**src/rtl/dca_matrix_load2mreg_pkg.sv**
```systemverilog
// Shared definitions for the load-to-mreg stage: matrix dimension helpers,
// default widths and the FSM state encoding.
package dca_matrix_load2mreg_pkg;

  localparam int DEFAULT_MATRIX_SIZE_PARA = 4;
  localparam int DEFAULT_BW_TENSOR_SCALAR = 32;

  // Square matrices: the size selector maps directly to the row/column count.
  function automatic int matrix_num_row(input int size_para);
    return (size_para < 1) ? 1 : size_para;
  endfunction

  function automatic int matrix_num_col(input int size_para);
    return (size_para < 1) ? 1 : size_para;
  endfunction

  localparam int DEFAULT_BW_TENSOR_ROW =
    matrix_num_col(DEFAULT_MATRIX_SIZE_PARA) * DEFAULT_BW_TENSOR_SCALAR;

  typedef enum logic [1:0] {
    ST_IDLE  = 2'd0,
    ST_LOAD  = 2'd1,
    ST_PAD   = 2'd2,
    ST_DRAIN = 2'd3
  } load2mreg_state_t;

endpackage

```
**src/rtl/dca_matrix_load2mreg_counter.sv**
```systemverilog
// One-hot row counter: starts at bit 0, rotates left on each count and wraps
// back to bit 0 after the last position.
module dca_matrix_load2mreg_counter #(
  parameter int COUNT_LENGTH = 4
) (
  input  logic                    clk,
  input  logic                    rstnn,
  input  logic                    clear,
  input  logic                    count,
  output logic [COUNT_LENGTH-1:0] value,
  output logic                    is_last_count
);

  localparam logic [COUNT_LENGTH-1:0] INIT_VALUE = COUNT_LENGTH'(1);

  logic [COUNT_LENGTH-1:0] value_next;

  assign value_next[0] = value[COUNT_LENGTH-1];
  generate
    for (genvar gi = 1; gi < COUNT_LENGTH; gi++) begin : g_rotate
      assign value_next[gi] = value[gi-1];
    end
  endgenerate

  always_ff @(posedge clk or negedge rstnn) begin
    if (!rstnn) begin
      value <= INIT_VALUE;
    end else if (clear) begin
      value <= INIT_VALUE;
    end else if (count) begin
      value <= value_next;
    end
  end

  assign is_last_count = value[COUNT_LENGTH-1];

endmodule

```
**src/rtl/dca_matrix_load2mreg.sv**
```systemverilog
// Streams tensor rows into the matrix register, zero-padding short tensors.
// Optional overflow drain: define DCA_MATRIX_LOAD2MREG_OVERFLOW_DRAIN_EN.
module dca_matrix_load2mreg
  import dca_matrix_load2mreg_pkg::*;
#(
  parameter int  MATRIX_SIZE_PARA = DEFAULT_MATRIX_SIZE_PARA,
  parameter int  BW_TENSOR_SCALAR = DEFAULT_BW_TENSOR_SCALAR,
  localparam int MATRIX_NUM_ROW   = matrix_num_row(MATRIX_SIZE_PARA),
  localparam int MATRIX_NUM_COL   = matrix_num_col(MATRIX_SIZE_PARA),
  localparam int BW_TENSOR_ROW    = MATRIX_NUM_COL * BW_TENSOR_SCALAR
) (
  input  logic                     clk,
  input  logic                     rstnn,
  input  logic                     clear,
  input  logic                     enable,
  output logic                     busy,
  output logic                     loadreg_wready,
  input  logic                     loadreg_wrequest,
  input  logic                     load_tensor_row_wvalid,
  input  logic                     load_tensor_row_wlast,
  output logic                     load_tensor_row_wready,
  input  logic [BW_TENSOR_ROW-1:0] load_tensor_row_wdata,
  output logic                     mreg_move_wenable,
  output logic [BW_TENSOR_ROW-1:0] mreg_move_wdata_list1d,
  output logic                     error_overflow
);

  load2mreg_state_t state_reg, state_next;

  logic                      hs;
  logic                      count_row;
  logic                      last_count;
  logic [MATRIX_NUM_ROW-1:0] row_onehot;

  dca_matrix_load2mreg_counter #(
    .COUNT_LENGTH (MATRIX_NUM_ROW)
  ) i_row_counter (
    .clk           (clk),
    .rstnn         (rstnn),
    .clear         (clear),
    .count         (count_row),
    .value         (row_onehot),
    .is_last_count (last_count)
  );

`ifdef DCA_MATRIX_LOAD2MREG_OVERFLOW_DRAIN_EN
  assign load_tensor_row_wready = enable & ((state_reg == ST_LOAD) | (state_reg == ST_DRAIN));
`else
  assign load_tensor_row_wready = enable & (state_reg == ST_LOAD);
`endif

  assign hs             = load_tensor_row_wvalid & load_tensor_row_wready;
  assign busy           = (state_reg != ST_IDLE);
  assign loadreg_wready = (state_reg == ST_IDLE);

  // Pad rows carry zeros; only live LOAD writes forward the upstream payload.
  assign mreg_move_wdata_list1d = (mreg_move_wenable && state_reg == ST_LOAD) ?
                                  load_tensor_row_wdata : '0;

  always_ff @(posedge clk or negedge rstnn) begin
    if (!rstnn) begin
      state_reg <= ST_IDLE;
    end else begin
      state_reg <= state_next;
    end
  end

`ifdef DCA_MATRIX_LOAD2MREG_OVERFLOW_DRAIN_EN
  logic drain_enter;
  logic error_overflow_reg;

  always_ff @(posedge clk or negedge rstnn) begin
    if (!rstnn) begin
      error_overflow_reg <= 1'b0;
    end else if (clear) begin
      error_overflow_reg <= 1'b0;
    end else if (drain_enter) begin
      error_overflow_reg <= 1'b1;
    end
  end

  assign error_overflow = error_overflow_reg;
`else
  assign error_overflow = 1'b0;
`endif

  always_comb begin
    state_next        = state_reg;
    mreg_move_wenable = 1'b0;
    count_row         = 1'b0;
`ifdef DCA_MATRIX_LOAD2MREG_OVERFLOW_DRAIN_EN
    drain_enter       = 1'b0;
`endif
    if (clear) begin
      state_next = ST_IDLE;
    end else if (enable) begin
      case (state_reg)
        ST_IDLE: begin
          if (loadreg_wrequest) state_next = ST_LOAD;
        end
        ST_LOAD: begin
          if (hs) begin
            mreg_move_wenable = 1'b1;
            count_row         = 1'b1;
            if (load_tensor_row_wlast) begin
              state_next = last_count ? ST_IDLE : ST_PAD;
            end else if (last_count) begin
`ifdef DCA_MATRIX_LOAD2MREG_OVERFLOW_DRAIN_EN
              state_next  = ST_DRAIN;
              drain_enter = 1'b1;
`else
              state_next  = ST_IDLE;
`endif
            end
          end
        end
        ST_PAD: begin
          mreg_move_wenable = 1'b1;
          count_row         = 1'b1;
          if (last_count) state_next = ST_IDLE;
        end
        default: begin
`ifdef DCA_MATRIX_LOAD2MREG_OVERFLOW_DRAIN_EN
          if (hs && load_tensor_row_wlast) state_next = ST_IDLE;
`else
          state_next = ST_IDLE;
`endif
        end
      endcase
    end
  end

endmodule

```
**config.mk**
```make
export PLATFORM = sky130hd
export DESIGN_NAME = dca_matrix_load2mreg
export DESIGN_NICKNAME = d
export VERILOG_FILES = /design/src/rtl/dca_matrix_load2mreg_pkg.sv /design/src/rtl/dca_matrix_load2mreg_counter.sv /design/src/rtl/dca_matrix_load2mreg.sv
export SDC_FILE = /design/constraint.sdc
export NUM_CORES = 1
export LEC_CHECK = 0
export CAP_MARGIN = 40
export CORE_AREA = 8 8 99 101
export DETAILED_ROUTE_END_ITERATION = 10
export DIE_AREA = 0 0 107 109
export PLACE_DENSITY = 0.81
export SKIP_LAST_GASP = 1
export SLEW_MARGIN = 20
export SYNTH_ARGS = -nofsm -noshare
export SYNTH_HDL_FRONTEND = slang
export SYNTH_SLANG_ARGS = --single-unit
```
**constraint.sdc**
```tcl
create_clock -name clk -period 1.9 [get_ports clk]
set_clock_uncertainty 0.2 [all_clocks]
set_input_delay 0.38 -clock clk [delete_from_list [all_inputs] [get_ports clk]]
set_output_delay 0.38 -clock clk [all_outputs]
set_load 0.02 [all_outputs]
```
==> run metrics, run 1 <==
Largest register FFs=4; Clock Tree Buf Depth=2; Nets=611; Remaining Overflow, GRT=0; Final Hold Vio Count=0; WL per Instance=20.1 µm; Main synth FF type=dfrtp_1; Post-synth EDFFs=0; total wire length=11700 µm; routability cong.=a little over 0.8; min-delay worst type=in2async; mux contribution to synthesized area=0; initial antenna violation count=0; ANT nets after route=0; antenna diode count=0; Final Non-Filler Cells=579; die area=0.0117 mm²; final worst slack=-601 ps; FFs w/ async S/R, synth=1.00; Filler Cells Inserted=825; flop2flop setup slack=-60 ps; drt drc=0; synthesized instance count=187; r2r worst-path depth=10; core area=0.00838 mm²; Final Slew Violations=0; cts hold-fix bufs=0; main combinational cell family by area after synthesis=simple AND/OR/NAND/NOR gates; routed vias/inst=around 4.1; Pre-antenna DRT Iters=4; Crit. End Element=output port; Synth Area in Adders=0.0393; leak pwr=2.26 nW; top-count cell post-synth=and2_1; largest net degree at the start of global routing=31; dpl cells=564; CTS Buf Count=3; Die Span X=107 µm; Root Driver=clkbuf_8; Placed Area=between 0.004 and 0.005 mm²; post-route cell area=between 0.004 and 0.005 mm²; failing checks=negative setup slack; row count=34; gr usage total=0.171; Synth-to-Final Area Change=258%; port bufs=~270; # IOs=268; max-cap violations=0; DRT iter0 DRCs=52; number of global-route vias before repair=2363; Synth Area in XOR/XNOR=0; critical path launch point type=register; VDD IR max=531 µV; Setup CP Type=reg2out; Initial Utilization=0.152; Clock Pin Slew Worst Setup and Hold Paths=roughly 40 ps; worst hold slack=~200 ps; reg-to-reg startpoint=state_reg[0]; # setup viols final=135; die extent in y=109 µm; syn_area_per_cell=6.80 µm²; fin crit share=1.32; RSZ-0062 raised after global routing=true; CP max FO=11; WP data arrival=1920 ps; CTS tree=yes; Yosys warnings=0; first-pass GRT wire length=15300 µm; cell accounting for the most synthesized area=and2_1; status=complete, but fails checks; register area share after synthesis=0.119; cell area power density=323 mW/mm²; Synth top cells by count=and2_1, clkbuf_2, dfrtp_1, inv_1; register bit total from synthesis=6; Synth Cell Area=0.00127 mm²; crit path time final=2500 ps; Skew-Pair Late Insertion Delay=230 ps; CTS Sinks=6; Synth cell types=22; total power=1.47 mW; Synth top area share=0.634; Highest Clock Rate=~400 MHz; synth top area cells=and2_1, dfrtp_1, clkbuf_2; Synth Area in Simple Gates=0.692; hpwl dp=9580 µm; vias post-DR=2349; Syn Nets=326; layout cells sized above 1=0.648; worst flop-to-flop path endpoint=i_row_counter.value[1]; final core utilization=0.544; htree depth=1; Compound-Gate Fraction of Synth Area=0.0619; CP required=1320 ps
-- routing by layer --
metal,up-vias,share of wire,global-route usage,routed length (µm)
li1,1135,-,-,-
met1,1090,0.36,0.170,4140
met2,115,0.56,0.341,6480
met3,9,0.080,0.0579,932
met4,0,0.0086,0.0221,100
met5,-,0,0,0
-- cells by family (layout without fill, tap and decap cells) --
kind of cell               count (synthesis)  after routing
and+or+nand+nor                          143            143
DFF                                        6              6
adders and majority gates                  4              4
other                                      1              1
buffers and inverters                     21            305
AOI/OAI and AO/OA                         12             12
-- cell usage in the layout, fill, tap and decap left out, drive strengths merged --
cell type,netlist,layout
nor4,2,2
buf,4,145
and2,129,129
dfstp,1,1
nor2,4,4
clkdlybuf4s50,0,133
clkbuf,12,19
dlygate4sd2,0,1
a22o,3,3
nand2,2,2
nand3,1,1
nor3,2,2
a221oi,1,1
a31oi,1,1
o21a,1,1
nand2b,3,3
a21oi,4,4
dfrtp,5,5
inv,5,5
conb,1,1
o21ai,2,2
dlymetal6s2s,0,2
ha,4,4
-- final cells by class --
| cell class | count | area, µm² | share of cell area |
|---|---|---|---|
| sequential | 6 | 151 | 0.0332 |
| inverter | 5 | 18.8 | 0.00412 |
| multi-input combinational | 160 | 1420 | 0.311 |
| clock buffer | 4 | 45.0 | 0.00988 |
| tap | 108 | 135 | 0.0296 |
| timing repair buffer | 296 | 2790 | 0.612 |
-- through the flow --
stage          setup TNS (ps)  setup WS, ps
4_1_cts                -78780          -650
3_5_place_dp          -122810         -1030
6_report               -71810          -601
5_1_grt                -84760          -700
3_3_place_gp          -123490         -1030
2_1_floorplan          -15320          -126
-- what timing repair did --
item	in CTS	in global routing
pin swaps	1	19
gates resized for setup	393	261
cloned	0	5
endpoints found under the setup margin	132	136
buffers inserted	3	3
-- critical path, cell delays in order, from the launching register on --
cell,delay (ps)
dfrtp_1,380
inv_2,90
ha_4,280
nand2_4,50
nor3_4,220
buf_6,190
clkbuf_16,170
and2_4,130
buf_2,170
-- where the power goes --
part / internal (mW) / switching [mW]
sequential: 0.146 / 0.0114
combinational: 0.664 / 0.437
clock: 0.145 / 0.0674
total: 0.955 / 0.516
-- how the worst max path moves through the flow --
stage / start / end / slack, ps / cells past startpoint
2_1_floorplan: state_reg[0] / mreg_move_wdata_list1d[107] / -130 / 7
3_3_place_gp: load_tensor_row_wvalid / mreg_move_wdata_list1d[93] / -1030 / 7
3_5_place_dp: load_tensor_row_wvalid / mreg_move_wdata_list1d[96] / -1030 / 7
4_1_cts: state_reg[0] / mreg_move_wdata_list1d[67] / -650 / 8
5_1_grt: state_reg[1] / mreg_move_wdata_list1d[3] / -700 / 8
6_report: state_reg[1] / mreg_move_wdata_list1d[9] / -600 / 8
Note: power is estimated with default switching activity, not from simulation.
==> inputs of run 2 (changes only) <==
--- a/config.mk
+++ b/config.mk
@@ -9,7 +9,7 @@
 export CORE_AREA = 8 8 99 101
 export DETAILED_ROUTE_END_ITERATION = 10
 export DIE_AREA = 0 0 107 109
-export PLACE_DENSITY = 0.81
+export PLACE_DENSITY = 0.79
 export SKIP_LAST_GASP = 1
 export SLEW_MARGIN = 20
 export SYNTH_ARGS = -nofsm -noshare
==> run 2 against run 1 <==
Compared with the run above: the flow still finishes with violations (negative setup slack); worst setup slack gained 5.8 ps; hold slack gained 1.0 ps; critical path depth is the same; maximum frequency grew 0.23%; highest routed layer unchanged.
==> run metrics, run 2 (synthesis results as in run 1) <==
core area=0.00838 mm² (unchanged); Highest Clock Rate=401 MHz (was 400 MHz); gr usage total=0.166 (was 0.171); port bufs=266 (unchanged); Skew-Pair Late Insertion Delay=220 ps (was 230 ps); # setup viols final=131 (was 135); CP required=1320 ps (about the same); met2 WL=5790 µm (was 6480 µm); Crit. End Element=output port (unchanged); Top Metal Used=met4 (unchanged); metal3 WL=750 µm (was 932 µm); min-delay worst type=in2async (unchanged); VDD IR max=352 µV (was 531 µV); RSZ-0062 raised after global routing=true (unchanged); Pre-antenna DRT Iters=4 (unchanged); max-cap violations=0 (unchanged); routed vias/inst=4.03 (was 4.06); crit path time final=2500 ps (about the same); DRT iter0 DRCs=43 (was 52); Setup CP Type=in2out (was reg2out); WL met1=4280 µm (was 4140 µm); Clock Tree Buf Depth=2 (unchanged); CTS tree=yes (unchanged); CTS Buf Count=3 (unchanged); CP max FO=8 (was 11); failing checks=negative setup slack (unchanged); number of global-route vias before repair=2551 (was 2363); Filler Cells Inserted=731 (was 825); cell area power density=310 mW/mm² (was 323 mW/mm²); commonest cells after routing, fill and taps aside=clkdlybuf4s50_1, and2_4, buf_6, buf_4, buf_12 (was clkdlybuf4s50_1, and2_4, buf_4, buf_6, buf_2); Final Slew Violations=0 (unchanged); Final Non-Filler Cells=596 (was 579); total power=1.55 mW (was 1.47 mW); dpl cells=566 (was 564); leak pwr=2.39 nW (was 2.26 nW); hpwl dp=8950 µm (was 9580 µm); fin crit share=1.31 (was 1.32); layout cells sized above 1=0.658 (was 0.648); die area=0.0117 mm² (unchanged); flop2flop setup slack=-10 ps (was -60 ps); Nets=628 (was 611); vias post-DR=2403 (was 2349); Die Span X=107 µm (unchanged); Synth-to-Final Area Change=292% (was 258%); first-pass GRT wire length=15200 µm (was 15300 µm); largest net degree at the start of global routing=18 (was 31); total wire length=10900 µm (was 11700 µm); cts hold-fix bufs=0 (unchanged); Largest register FFs=4 (unchanged); Root Driver=clkbuf_8 (unchanged); row count=34 (unchanged); Initial Utilization=0.152 (unchanged); htree depth=1 (unchanged); # IOs=268 (unchanged); r2r worst-path depth=9 (was 10); final worst slack=-595 ps (was -601 ps); critical path launch point type=input pin (was register); routability cong.=0.886 (was 0.821); Remaining Overflow, GRT=0 (unchanged); WP data arrival=1920 ps (about the same); CTS Sinks=6 (unchanged); drt drc=0 (unchanged); Final Hold Vio Count=0 (unchanged); Clock Pin Slew Worst Setup and Hold Paths=40 ps (about the same); WL per Instance=18.3 µm (was 20.1 µm); most common cell after layout, fill and taps aside=clkdlybuf4s50_1 (unchanged); ANT nets after route=0 (unchanged); initial antenna violation count=0 (unchanged); antenna diode count=0 (unchanged); die extent in y=109 µm (unchanged); status=complete, but fails checks (unchanged)
-- run 2: what timing repair did --
item / in CTS / in global routing
gates resized for setup: 692 / 67
gates cloned: 6 / 1
buffers inserted: 20 / 6
setup endpoints to repair: 132 / 134
pin swaps: 21 / 16
-- run 2: layout make-up --
type,instances,area (µm²),area share
Sequential cell,6,151,0.0304
Timing Repair Buffer,313,3210,0.644
Multi-Input combinational cell,160,1420,0.285
Tap cell,108,135,0.0271
Clock buffer,4,45.0,0.00904
Inverter,5,18.8,0.00377
-- run 2: routing by layer --
layer | vias to the layer above | global-route usage
li1 | 1173 | -
met1 | 1102 | 0.194
met2 | 122 | 0.313
met3 | 6 | 0.0390
met4 | 0 | 0.0131
met5 | - | 0
-- run 2: power breakdown --
| part | total [mW] | switching [mW] | leakage (nW) | internal (mW) |
|---|---|---|---|---|
| Combinational | 1.19 | 0.460 | 2.29 | 0.726 |
| Clock | 0.200 | 0.0561 | 0.0228 | 0.144 |
| Sequential | 0.160 | 0.0141 | 0.0785 | 0.146 |
| Total | 1.55 | 0.530 | 2.39 | 1.02 |
-- run 2: metrics by stage --
stage | hold WS, ps | utilization | worst slack (ps) | setup TNS, ps | instance area (µm²)
after global routing | 209 | 0.595 | -696 | -81200 | 4980
after CTS | 204 | 0.584 | -655 | -74500 | 4900
after detailed placement | 260 | 0.542 | -1050 | -123750 | 4540
after global placement | 252 | 0.542 | -1030 | -122130 | 4540
after floorplan | -116 | - | -126 | -15320 | 1740
final | 204 | 0.595 | -595 | -68060 | 4980
-- run 2: critical path, cell delays in order --
cell             delay (ps)
clkdlybuf4s50_1         530
o21ai_4                  70
nor3_4                  220
buf_6                   200
buf_12                  130
buf_16                  110
and2_4                  130
buf_6                   110
-- run 2: path summary, 6_finish.rpt --
path | startpoint | end
setup reg to reg | state_reg[0] | i_row_counter.value[2]
hold reg to reg | i_row_counter.value[0] | i_row_counter.value[0]
hold / removal | rstnn | state_reg[1]
min in group clk | i_row_counter.value[0] | i_row_counter.value[0]
setup / recovery | load_tensor_row_wvalid | mreg_move_wdata_list1d[59]
max in group asynchronous | rstnn | i_row_counter.value[0]
==> inputs of run 3 (changes only) <==
--- a/config.mk
+++ b/config.mk
@@ -6,9 +6,9 @@
 export NUM_CORES = 1
 export LEC_CHECK = 0
 export CAP_MARGIN = 40
-export CORE_AREA = 8 8 99 101
+export CORE_AREA = 8 8 97 99
 export DETAILED_ROUTE_END_ITERATION = 10
-export DIE_AREA = 0 0 107 109
+export DIE_AREA = 0 0 105 107
 export PLACE_DENSITY = 0.79
 export SKIP_LAST_GASP = 1
 export SLEW_MARGIN = 20
==> constraint.sdc (replaced) <==
create_clock -name clk -period 2.96 [get_ports clk]
set_clock_uncertainty 0.2 [all_clocks]
set_input_delay 0.592 -clock clk [delete_from_list [all_inputs] [get_ports clk]]
set_output_delay 0.592 -clock clk [all_outputs]
set_load 0.02 [all_outputs]
==> run 3 against run 2 <==
Compared with the run above: the run now ends clean; register-to-register slack better by 1100 ps; first-iteration DRC count up 56%; clock power down 34%; hold slack better by 64 ps; worst setup slack better by 620 ps; count of clock-buffer cells in the layout unchanged; die area down 3.7%; core utilization down 11 points; flip-flop and latch count unchanged; final area down 22%; final cell count down 5.9%; non-clock buffer count down 32.
==> run metrics, run 3 (synthesis results as in run 1) <==
crit path cell chain=clkdlybuf4s50_1 -> nand2_1 -> nor3_4 -> buf_4 -> clkbuf_16 -> and2_1 -> clkdlybuf4s15_2 (was clkdlybuf4s50_1 -> o21ai_4 -> nor3_4 -> buf_6 -> buf_12 -> buf_16 -> and2_4 -> buf_6); initial antenna violation count=0 (unchanged); DRT iter0 DRCs=67 (was 43); area of the multi-input gates=0.00102 mm² (was 0.00142 mm²); Skew-Pair Late Insertion Delay=230 ps (was 220 ps); die extent in y=107 µm (was 109 µm); number of global-route vias before repair=2423 (was 2551); Max stage delay on crit path=480 ps (was 530 ps); routability cong.=0.850 (was 0.886); max-cap violations=0 (unchanged); die area=0.0112 mm² (was 0.0117 mm²); crit path time final=2940 ps; # setup viols final=0 (was 131); Setup CP Type=in2out (unchanged); routed vias/inst=3.96 (was 4.03); leak pwr=1.82 nW (was 2.39 nW); antenna diode count=0 (unchanged); met2 WL=5140 µm (was 5790 µm); CP max stage cell=clkdlybuf4s50_1 (unchanged); Nets=596 (was 628); Pre-antenna DRT Iters=4 (unchanged); most common cell after layout, fill and taps aside=clkdlybuf4s50_1 (unchanged); ANT nets after route=0 (unchanged); Top Metal Used=met4 (unchanged); Int Power=0.484 mW (was 1.02 mW); port bufs=266 (unchanged); min-delay worst type=reg2reg (was in2async); Crit. End Element=output port (unchanged); row count=33 (was 34); core area=0.00793 mm² (was 0.00838 mm²); cts hold-fix bufs=0 (unchanged); Final Slew Violations=0 (unchanged); Clock Pin Slew Worst Setup and Hold Paths=40 ps (about the same); r2r worst-path depth=7 (was 9); Final Hold Vio Count=0 (unchanged); Remaining Overflow, GRT=0 (unchanged); cell area power density=193 mW/mm² (was 310 mW/mm²); vias post-DR=2223 (was 2403); worst hold slack=268 ps (was 204 ps); critical path launch point type=input pin (unchanged); CTS Sinks=6 (unchanged); metal3 WL=859 µm (was 750 µm); CTS tree=yes (unchanged); largest net degree at the start of global routing=58 (was 18); Filler Cells Inserted=797 (was 731); Clock Tree Buf Depth=2 (unchanged); Root Driver=clkbuf_8 (unchanged); Initial Utilization=0.161 (was 0.152); VDD IR max=207 µV (was 352 µV); Placed Area=0.00408 mm² (was 0.00454 mm²); fin crit share=0.993; Die Span X=105 µm (was 107 µm); gr usage total=0.156 (was 0.166); Stages on worst setup path=7 (was 8); Clock power frac=0.178 (was 0.130); hpwl dp=8270 µm (was 8950 µm); sw frac=0.351 (was 0.343); total wire length=9730 µm (was 10900 µm); CP max FO=28 (was 8); Largest register FFs=4 (unchanged); Seq pwr share=0.134 (was 0.103); WP data arrival=2150 ps (was 1920 ps); WP buf/inv=4 (was 5); layout cells sized above 1=0.322 (was 0.658); # IOs=268 (unchanged); htree depth=1 (unchanged); RSZ-0062 raised after global routing=true (unchanged); critical path's top delay family=buffers and inverters (unchanged); CP required=2170 ps (was 1320 ps); Synth-to-Final Area Change=204% (was 292%); NetSw=0.262 mW (was 0.530 mW); first-pass GRT wire length=14100 µm (was 15200 µm); Highest Clock Rate=340 MHz; commonest cells after routing, fill and taps aside=clkdlybuf4s50_1, and2_1, clkbuf_2, clkdlybuf4s15_2, buf_2 (was clkdlybuf4s50_1, and2_4, buf_6, buf_4, buf_12); drt drc=0 (unchanged); hold path cells=2; WL met1=3720 µm (was 4280 µm); status=complete, no violations (was complete, but fails checks); WL per Instance=17.4 µm (was 18.3 µm); Reg area=151 µm² (unchanged); post-route cell area=0.00387 mm² (was 0.00498 mm²); CTS Buf Count=3 (unchanged); combinational share of power=0.688 (was 0.767)
## run 3: worst paths after layout
kind | from | to | slack, ps
max | enable | mreg_move_wdata_list1d[123] | 20
min | i_row_counter.value[0] | i_row_counter.value[0] | 270
max reg2reg | state_reg[0] | i_row_counter.value[2] | 1080
min reg2reg | i_row_counter.value[0] | i_row_counter.value[0] | 270
max in group asynchronous | rstnn | i_row_counter.value[0] | 1860
min in group asynchronous | rstnn | state_reg[1] | 410
## run 3: through the flow
step	cells	utilization	TNS, ps	worst slack (ps)	power [mW]
global placement	552	0.515	-37980	-367	0.626
CTS	560	0.538	-772	-345	0.763
floorplan	187	-	0	641	0.297
detailed placement	552	0.515	-40480	-392	0.631
global route	561	0.488	-1590	-46.4	0.790
finish	561	0.488	0	20.3	0.747
## run 3: layout make-up
| class | instances | area share |
|---|---|---|
| clock buffer | 4 | 0.0116 |
| inverter | 5 | 0.00485 |
| multi-input combinational | 160 | 0.263 |
| sequential | 6 | 0.0391 |
| tap | 105 | 0.0339 |
| timing repair buffer | 281 | 0.647 |
## run 3: layer usage
layer / up-vias / GRT usage
met4: 0 / 0.0214
met5: - / 0
li1: 1104 / -
met2: 131 / 0.291
met3: 2 / 0.0558
met1: 986 / 0.168
## run 3: power by group through the flow
stage / clock network [mW] / logic (mW) / registers, mW
floorplan: 0 / 0.196 / 0.101
global placement: 0 / 0.526 / 0.100
detailed placement: 0 / 0.530 / 0.101
CTS: 0.136 / 0.527 / 0.100
global route: 0.138 / 0.551 / 0.101
finish: 0.133 / 0.514 / 0.100
## run 3: worst min-delay path, stage by stage (launching register included)
cell and delay [ps]:
dfstp_2 360, inv_1 40, a21oi_1 50
## run 3: repair_timing
| action | CTS | global route |
|---|---|---|
| endpoints found under the setup margin | 129 | 128 |
| gates cloned | 1 | 1 |
| resized for setup | 325 | 83 |
| buffers inserted | 3 | 0 |
